<file path="src/rtl/change_dispenser_ctrl_if.sv">
// Coin ejector handshake: the controller requests one coin of a given type,
// and the ejector acknowledges with eject_done once the coin has dropped.
interface change_dispenser_ctrl_if;
  logic       eject_req;
  logic [1:0] eject_sel;
  logic       eject_done;

  modport master (
    output eject_req,
    output eject_sel,
    input  eject_done
  );

  modport slave (
    input  eject_req,
    input  eject_sel,
    output eject_done
  );
endinterface

</file>
<file path="src/rtl/change_dispenser_ctrl.sv">
// Shared change ejector sequencer: accumulates owed change in nickel units,
// tracks hopper stock and drops one coin at a time, largest coin first.
module change_dispenser_ctrl #(
  parameter int OWED_W      = 5,
  parameter int CNT_W       = 6,
  parameter int NICKEL_INIT = 8,
  parameter int DIME_INIT   = 8,
  parameter int GAP_CYCLES  = 2,
  parameter int TIMEOUT     = 15
) (
  input  logic                  clock,
  input  logic                  reset,
  input  logic                  give_nickel,
  input  logic                  give_dime,
  input  logic                  give_doubledime,
  input  logic                  refill_nickel,
  input  logic                  refill_dime,
  change_dispenser_ctrl_if.master ej,
  output logic                  busy,
  output logic                  short_change,
  output logic                  overflow,
  output logic                  fault,
  output logic [OWED_W-1:0]     owed
);

  typedef enum logic [1:0] {
    IDLE     = 2'd0,
    EJECT    = 2'd1,
    GAP      = 2'd2,
    FAULT_ST = 2'd3
  } state_t;

  localparam int SUM_W   = OWED_W + 3;
  localparam int STK_W   = CNT_W + 1;
  localparam int TMR_MAX = (TIMEOUT > GAP_CYCLES) ? TIMEOUT : GAP_CYCLES;
  localparam int TMR_W   = $clog2(TMR_MAX + 1);

  localparam logic [OWED_W-1:0] OWED_MAX = '1;
  localparam logic [CNT_W-1:0]  CNT_MAX  = '1;
  localparam logic [1:0]        SEL_NONE = 2'b00;
  localparam logic [1:0]        SEL_NICK = 2'b01;
  localparam logic [1:0]        SEL_DIME = 2'b10;

  state_t             state;
  logic [TMR_W-1:0]   timer;
  logic [CNT_W-1:0]   nickels;
  logic [CNT_W-1:0]   dimes;

  logic               take_dime;
  logic               take_nickel;
  logic [SUM_W-1:0]   owed_sum;
  logic               owed_ovf;

  function automatic logic [OWED_W-1:0] sat_owed(input logic [SUM_W-1:0] s);
    return (s > SUM_W'(OWED_MAX)) ? OWED_MAX : s[OWED_W-1:0];
  endfunction

  // Stock only decrements when nonzero, so the sum never underflows.
  function automatic logic [CNT_W-1:0] step_stock(input logic [CNT_W-1:0] cur,
                                                  input logic             add,
                                                  input logic             sub);
    logic [STK_W-1:0] s;
    s = {1'b0, cur} + STK_W'(add) - STK_W'(sub);
    return (s > {1'b0, CNT_MAX}) ? CNT_MAX : s[CNT_W-1:0];
  endfunction

  always_comb begin
    take_dime   = 1'b0;
    take_nickel = 1'b0;
    if (state == IDLE) begin
      if ((owed >= OWED_W'(2)) && (dimes != '0)) begin
        take_dime = 1'b1;
      end else if ((owed != '0) && (nickels != '0)) begin
        take_nickel = 1'b1;
      end
    end
  end

  // Credits and the coin just committed are netted in one sum before clamping.
  always_comb begin
    owed_sum = SUM_W'(owed)
             + SUM_W'(give_nickel)
             + (SUM_W'(give_dime) << 1)
             + (SUM_W'(give_doubledime) << 2)
             - (SUM_W'(take_dime) << 1)
             - SUM_W'(take_nickel);
    owed_ovf = (owed_sum > SUM_W'(OWED_MAX));
  end

  assign busy         = (state != IDLE) || (owed != '0);
  assign short_change = (owed != '0)
                      && !((owed >= OWED_W'(2)) && (dimes != '0))
                      && (nickels == '0);

  always_ff @(posedge clock or negedge reset) begin
    if (!reset) begin
      state        <= IDLE;
      timer        <= '0;
      owed         <= '0;
      nickels      <= CNT_W'(NICKEL_INIT);
      dimes        <= CNT_W'(DIME_INIT);
      ej.eject_req <= 1'b0;
      ej.eject_sel <= SEL_NONE;
      overflow     <= 1'b0;
      fault        <= 1'b0;
    end else begin
      owed    <= sat_owed(owed_sum);
      nickels <= step_stock(nickels, refill_nickel, take_nickel);
      dimes   <= step_stock(dimes, refill_dime, take_dime);
      if (owed_ovf) begin
        overflow <= 1'b1;
      end

      case (state)
        IDLE: begin
          if (take_dime) begin
            state        <= EJECT;
            timer        <= '0;
            ej.eject_req <= 1'b1;
            ej.eject_sel <= SEL_DIME;
          end else if (take_nickel) begin
            state        <= EJECT;
            timer        <= '0;
            ej.eject_req <= 1'b1;
            ej.eject_sel <= SEL_NICK;
          end
        end

        EJECT: begin
          if (ej.eject_done) begin
            state        <= GAP;
            timer        <= '0;
            ej.eject_req <= 1'b0;
            ej.eject_sel <= SEL_NONE;
          end else if (timer == TMR_W'(TIMEOUT - 1)) begin
            // The coin already deducted from owed is deliberately not refunded.
            state        <= FAULT_ST;
            timer        <= '0;
            ej.eject_req <= 1'b0;
            ej.eject_sel <= SEL_NONE;
            fault        <= 1'b1;
          end else begin
            timer <= timer + 1'b1;
          end
        end

        GAP: begin
          if (timer == TMR_W'(GAP_CYCLES - 1)) begin
            state <= IDLE;
            timer <= '0;
          end else begin
            timer <= timer + 1'b1;
          end
        end

        FAULT_ST: begin
          ej.eject_req <= 1'b0;
          ej.eject_sel <= SEL_NONE;
        end

        default: begin
          state <= IDLE;
        end
      endcase
    end
  end

endmodule

</file>
<file path="src/flat_wrapper.sv">
// flat-port wrapper written by rule: the top's interface ports become plain ports
module change_dispenser_ctrl_flat 
#(
  parameter int OWED_W      = 5,
  parameter int CNT_W       = 6,
  parameter int NICKEL_INIT = 8,
  parameter int DIME_INIT   = 8,
  parameter int GAP_CYCLES  = 2,
  parameter int TIMEOUT     = 15
)
  (clock, reset, give_nickel, give_dime, give_doubledime, refill_nickel, refill_dime, busy, short_change, overflow, fault, owed, ej_eject_req, ej_eject_sel, ej_eject_done);
  change_dispenser_ctrl_if ej_i ();
  input  logic clock;
  input  logic reset;
  input  logic give_nickel;
  input  logic give_dime;
  input  logic give_doubledime;
  input  logic refill_nickel;
  input  logic refill_dime;
  output logic busy;
  output logic short_change;
  output logic overflow;
  output logic fault;
  output logic [OWED_W-1:0] owed;
  output wire logic [$bits(ej_i.eject_req)-1:0] ej_eject_req;
  output wire logic [$bits(ej_i.eject_sel)-1:0] ej_eject_sel;
  input wire logic [$bits(ej_i.eject_done)-1:0] ej_eject_done;
  assign ej_eject_req = ej_i.eject_req;
  assign ej_eject_sel = ej_i.eject_sel;
  assign ej_i.eject_done = ej_eject_done;
  change_dispenser_ctrl #(.OWED_W(OWED_W), .CNT_W(CNT_W), .NICKEL_INIT(NICKEL_INIT), .DIME_INIT(DIME_INIT), .GAP_CYCLES(GAP_CYCLES), .TIMEOUT(TIMEOUT)) u_core (.clock(clock), .reset(reset), .give_nickel(give_nickel), .give_dime(give_dime), .give_doubledime(give_doubledime), .refill_nickel(refill_nickel), .refill_dime(refill_dime), .ej(ej_i), .busy(busy), .short_change(short_change), .overflow(overflow), .fault(fault), .owed(owed));
endmodule
</file>
<file path="config.mk">
export PLATFORM = sky130hd
export DESIGN_NAME = change_dispenser_ctrl_flat
export DESIGN_NICKNAME = d
export VERILOG_FILES = /design/src/rtl/change_dispenser_ctrl_if.sv /design/src/rtl/change_dispenser_ctrl.sv /design/src/flat_wrapper.sv
export SDC_FILE = /design/constraint.sdc
export NUM_CORES = 1
export LEC_CHECK = 0
export CORE_ASPECT_RATIO = 0.9
export CORE_UTILIZATION = 53
export DETAILED_ROUTE_END_ITERATION = 8
export GPL_ROUTABILITY_DRIVEN = 0
export PLACE_DENSITY = 0.82
export SLEW_MARGIN = 20
export SYNTH_ARGS = -nofsm -noshare
export SYNTH_HDL_FRONTEND = slang
export SYNTH_SLANG_ARGS = --single-unit
</file>
<file path="constraint.sdc">
create_clock -name clock -period 3.9 [get_ports clock]
set_input_delay 0.39 -clock clock [delete_from_list [all_inputs] [get_ports clock]]
set_output_delay 0.39 -clock clock [all_outputs]
set_load 0.05 [all_outputs]
</file>
==> results.cfg, run 1 <==
[status]
outcome = completed

[floorplanning]
start_util = 0.565
dieArea_um2 = 4700
coreArea_um2 = 4160
io_pins = 20
die_x_um = 72.2
die_h_um = 65.2
rows = 22

[synthesis]
yosysSeqAreaShare = 0.299
muxShareOfSynthArea = 0.0139
mappedNetlistNets = 292
synthAdderAreaFrac = 0.210
synth_cells = 247
synth_edf_count = 0
synth-simple-area-share = 0.190
synth_seq_cells = 28
syn_area_per_cell_um2 = 9.51
synthXorXnorAreaFrac = 0.0336
post_synth_num_cell_types = 57
synth_compound_area_frac = 0.197
async_reset_ff_frac = 1.00
syn_area_um2 = 2350
ys_top_cells_by_area = dfrtp_1 (28%), ha_1 (18%), inv_1 (5.4%), fa_1 (3.4%), o211ai_1 (2.9%)
synth_top_family_by_area = adder cells
yosysTopAreaCellShare = 0.277
yosys_most_used_dff = dfrtp_1
yosysWarningCount = 0
yosys.area.top_type = dfrtp_1

[route]
wl_per_cell_um = 13.3
wirelength_um = 4420
avgViaCountPerCell = 5.67
ant_nets = 0
dr.pass1.iters = 4
drtIter0Drc = 125
drc = 0
vias = 1889

[grt]
track_usage = 0.204
grt_max_degree = 25
antenna_found_initial = 0
grt_overflow_total = 0
grt_pass1_vias = 1734
grt_pass1_wl_um = 7600

[final_layout]
drive_gt1_frac = 0.0952
nets = 319
n_antenna_cell = 0
final_common_cell = inv_1
final_cell_mix = inv_1 (34), ha_1 (33), dfrtp_1 (26)
fin_area_um2 = 2730
area_growth_pct = 16.4

[cts]
numCtsBuffers = 3
h-tree-depth = 1
hold_buffers = 0
clock_latency_ns = 0.27
cts_tree = yes
cts_root_buffer = clkbuf_8
cts_sinks = 28
cts_buffer_depth = 2
clkSlewWorstSetupHoldPaths_ns = 0.10

[power]
cellPowerDensity_nw_per_um2 = 891
ir_drop_mv = 0.442
p_total_mw = 2.43
power.leakage_nw = 1.26

[timing]
final_hold_viol_count = 0
holdWs_ns = 0.0891
slew_headroom = 0.540
setup_tns_ns = 0
worst_pin_slew_ns = 0.679
rsz0062_at_grt = no
finalCriticalPeriod_ns = 3.64
slew_violations = 0
setup_violations = 0
timing.final.crit_share = 0.933
fin_skew_ns = 0.00756
clock.fmax_mhz = 275

[job]
cap_violations = 0

[worst_setup_path]
path_cells = inv_1 -> ha_1 -> or4bb_1 -> and3_2 -> ha_1 -> inv_1 -> ha_1 -> fa_1 -> a21oi_1 -> o31a_1 -> o311ai_1 -> a21bo_2
cp_common_cell = ha_1
endpoint_kind = flop
worstPathMaxFanout = 6
start_kind = flop
required_ns = 4.07
path_class = flop to flop
critPathMaxStageDelay_ns = 0.58
arrival_ns = 3.81
cpMaxStageDelayCell = o311ai_1

[placement]
port_buffers = 19
dp_hpwl_um = 3470
dpl_cell_area_um2 = 2640

[min_path]
hold_class = primary input to async pin
-- sequential cells by signal (all words and copies together), names as in the netlist --
register,count
u_core.dimes,6
u_core.ej.eject_req,1
u_core.ej.eject_sel,2
u_core.fault,1
u_core.nickels,6
u_core.overflow,1
u_core.owed,5
u_core.state,2
u_core.timer,4
-- worst max-delay path, delay by kind of cell (launching register included) --
kind | cells | cell delay (ns)
adder cells (fa/ha/maj) | 4 | 0.86
flip-flops | 1 | 0.42
AO/OA/AOI/OAI | 4 | 1.25
buffers and inverters | 2 | 0.17
AND/OR/NAND/NOR | 2 | 0.84
-- cell usage after synthesis, types with 3 or more instances --
master / instances
o211ai_1: 9
nand2b_1: 10
ha_1: 33
xnor2_1: 6
nand3_1: 5
nor2_1: 14
and2_1: 3
nor4_1: 4
nor2b_1: 4
inv_1: 34
dfrtp_1: 26
a21oi_1: 10
xor2_1: 3
nand4_1: 6
nand2_1: 16
fa_1: 4
a21o_1: 3
o21a_1: 3
-- layout make-up --
type | count | area (um2)
fillers | 318 | 1420
multi-input cells | 184 | 1540
repair buffers | 23 | 215
well taps | 60 | 75.1
flip-flops and latches | 28 | 703
clock buffers | 3 | 41.3
clock inverters | 1 | 30.0
inverters | 34 | 128
-- cells by family (layout without fill, tap and decap cells) --
| logic type | count (synthesis) | after routing |
|---|---|---|
| AO/OA/AOI/OAI | 58 | 58 |
| buffers and inverters | 35 | 61 |
| adder cells (fa/ha/maj) | 37 | 37 |
| multiplexers | 3 | 3 |
| XOR/XNOR | 9 | 9 |
| flip-flops | 28 | 28 |
| AND/OR/NAND/NOR | 77 | 77 |
-- report_power, final --
group / switching (mW) / internal (mW) / total (mW)
Combinational: 0.962 / 0.752 / 1.71
Sequential: 0.0854 / 0.408 / 0.494
Clock: 0.0891 / 0.137 / 0.226
-- final timing paths --
check	from	endpoint	slack, ns	depth (start not counted)
worst max-delay path	u_core.dimes[5]$_DFF_PN0_	u_core.dimes[4]$_DFF_PN0_	0.26	12
worst min register to register	u_core.fault$_DFFE_PN0P_	u_core.fault$_DFFE_PN0P_	0.49	1
worst min-delay path	reset	u_core.nickels[2]$_DFF_PN0_	0.09	1
max in group asynchronous	reset	u_core.owed[2]$_DFF_PN0_	3.32	2
worst max register to register	u_core.dimes[5]$_DFF_PN0_	u_core.dimes[4]$_DFF_PN0_	0.26	12
min in group clock	u_core.fault$_DFFE_PN0P_	u_core.fault$_DFFE_PN0P_	0.49	1
-- what timing repair did --
item / in CTS / in global routing
setup buffers: 0 / 1
gates resized for setup: 0 / 4
endpoints found under the setup margin: 0 / 11
-- per-stage QoR --
stage	setup slack, ns	instances	util
6_report	0.260	333	0.657
3_5_place_dp	0.208	328	0.635
4_1_cts	0.155	332	0.652
3_3_place_gp	0.314	328	0.635
5_1_grt	0.0386	333	0.657
2_1_floorplan	0.114	247	-
-- per-layer routing --
| metal | global-route usage | routed length (um) | vias to the layer above |
|---|---|---|---|
| met4 | 0.0294 | 15 | 0 |
| li1 | - | - | 946 |
| met3 | 0.0322 | 103 | 2 |
| met1 | 0.282 | 2180 | 910 |
| met2 | 0.346 | 2120 | 31 |
| met5 | 0 | 0 | - |
Note: power is estimated with default switching activity, not from simulation.
==> inputs of run 2 (changes only) <==
--- a/config.mk
+++ b/config.mk
@@ -9,7 +9,7 @@
 export CORE_UTILIZATION = 53
 export DETAILED_ROUTE_END_ITERATION = 8
 export GPL_ROUTABILITY_DRIVEN = 0
-export PLACE_DENSITY = 0.82
+export PLACE_DENSITY = 0.77
 export SLEW_MARGIN = 20
 export SYNTH_ARGS = -nofsm -noshare
 export SYNTH_HDL_FRONTEND = slang
==> results.cfg, run 2 (synthesis gave the netlist of run 1 again) <==
[grt]
antenna_found_initial = 0
grt_pass1_vias = 1714
grt_overflow_total = 0
grt_max_degree = 29
grt_pass1_wl_um = 7490
track_usage = 0.204

[power]
p_total_mw = 2.35
pwr-share-clk = 0.077
power.leakage_nw = 1.24
p_switching_mw = 1.11
combPwrFrac = 0.714
internal_power_mw = 1.24
seqPwrFrac = 0.209
ir_drop_mv = 0.573
cellPowerDensity_nw_per_um2 = 869
p_sw_frac = 0.472

[cts]
numCtsBuffers = 3
h-tree-depth = 1
clock_latency_ns = 0.28
cts_tree = yes
cts_buffer_depth = 2
clkSlewWorstSetupHoldPaths_ns = 0.10
post_cts_buffers = 0
cts_sinks = 28
cts_root_buffer = clkbuf_8

[floorplanning]
die_x_um = 72.2
io_pins = 20
start_util = 0.565
coreArea_um2 = 4160
rows = 22
dieArea_um2 = 4700
die_h_um = 65.2

[timing]
final_hold_viol_count = 0
worst_pin_slew_ns = 0.706
timing.final.crit_share = 0.937
fin_skew_ns = 0.00636
setup_violations = 0
slew_headroom = 0.522
finalCriticalPeriod_ns = 3.65
rsz0062_at_grt = no
setup_tns_ns = 0
clock.fmax_mhz = 274
slew_violations = 0

[final_layout]
final_cell_mix = inv_1 (34), ha_1 (33), dfrtp_1 (26)
area_growth_pct = 15.1
nets = 318
top_regs = u_core.dimes: 6 flops, u_core.nickels: 6 flops, u_core.owed: 5 flops
final_common_cell = inv_1
drive_gt1_frac = 0.0809
n_antenna_cell = 0
fillers = 344

[worst_setup_path]
start_kind = flop
worstPathMaxFanout = 6
rr_worst_depth = 12
r2r_end = u_core.dimes[4]$_DFF_PN0_
arrival_ns = 3.83
rrSetupSlack_ns = 0.25
path_class = flop to flop
timing.critical_path.buf_inv = 2
path_cells = inv_1 -> ha_1 -> or4bb_1 -> and3_2 -> ha_1 -> inv_1 -> ha_1 -> fa_1 -> a21oi_1 -> o31a_1 -> o311ai_1 -> a21bo_2
cpLargestDelayFamily = compound AO/OA/AOI/OAI gates
critPathMaxStageDelay_ns = 0.61
cp_common_cell = ha_1
endpoint_kind = flop
r2r_start = u_core.dimes[5]$_DFF_PN0_
cpMaxStageDelayCell = o311ai_1
required_ns = 4.08

[route]
drc = 0
wirelength_um = 4290
drtIter0Drc = 110
dr.pass1.iters = 4
wl_per_cell_um = 12.9
vias = 1863
ant_nets = 0
avgViaCountPerCell = 5.61

[status]
outcome = completed

[job]
cap_violations = 0

[min_path]
hold_class = primary input to async pin

[placement]
dp_hpwl_um = 3450
port_buffers = 19
==> run 2: worst register-to-register path: cells and delay by family (launching register included) <==
kind            cells  cell delay [ns]
simple gates        2             0.85
flops               1             0.42
buf+inv             2             0.16
compound gates      4             1.30
fa+ha+maj           4             0.83
==> run 2: layout make-up <==
class	instances	area (um2)	share of cell area
multi-input combinational	184	1530	0.566
sequential	28	703	0.260
timing repair buffer	22	213	0.0787
inverter	34	128	0.0472
tap	60	75.1	0.0278
clock buffer	4	55.1	0.0204
==> run 2: metrics by stage <==
step                cells  hold slack [ns]  instance area (um2)  worst slack, ns  utilization
global placement      328            0.465                 2640            0.285        0.635
global route          332            0.522                 2700        0.0000226        0.651
CTS                   332            0.491                 2690            0.203        0.648
finish                332            0.481                 2700            0.246        0.651
detailed placement    328            0.466                 2640            0.222        0.635
floorplan             247           0.0944                 2350            0.114            -
==> run 2: worst max path at each step <==
stage	startpoint	endpoint	cells past startpoint
floorplan	u_core.owed[4]$_DFF_PN0_	u_core.owed[4]$_DFF_PN0_	12
global placement	u_core.dimes[5]$_DFF_PN0_	u_core.owed[4]$_DFF_PN0_	15
detailed placement	u_core.dimes[5]$_DFF_PN0_	u_core.owed[4]$_DFF_PN0_	15
CTS	u_core.dimes[5]$_DFF_PN0_	u_core.owed[4]$_DFF_PN0_	15
global route	u_core.dimes[5]$_DFF_PN0_	u_core.owed[4]$_DFF_PN0_	15
finish	u_core.dimes[5]$_DFF_PN0_	u_core.dimes[4]$_DFF_PN0_	12
==> run 2: power by group through the flow <==
stage | clock network [mW] | logic [mW] | registers, mW
final | 0.181 | 1.68 | 0.492
after global routing | 0.200 | 1.89 | 0.504
after CTS | 0.185 | 1.66 | 0.492
after detailed placement | 0 | 1.65 | 0.498
after global placement | 0 | 1.63 | 0.495
after floorplan | 0 | 1.23 | 0.567
==> run 2: metal layers <==
layer	wire length (um)	vias to the layer above	GRT usage
li1	-	952	-
met1	2130	883	0.278
met2	2010	22	0.327
met3	69	6	0.0322
met4	74	0	0.0760
met5	0	-	0
==> run 2: timing repair <==
item	CTS	global route
hold buffers	0	0
endpoints found under the setup margin	0	6
gates resized for setup	0	2
hold endpoints to repair	0	0
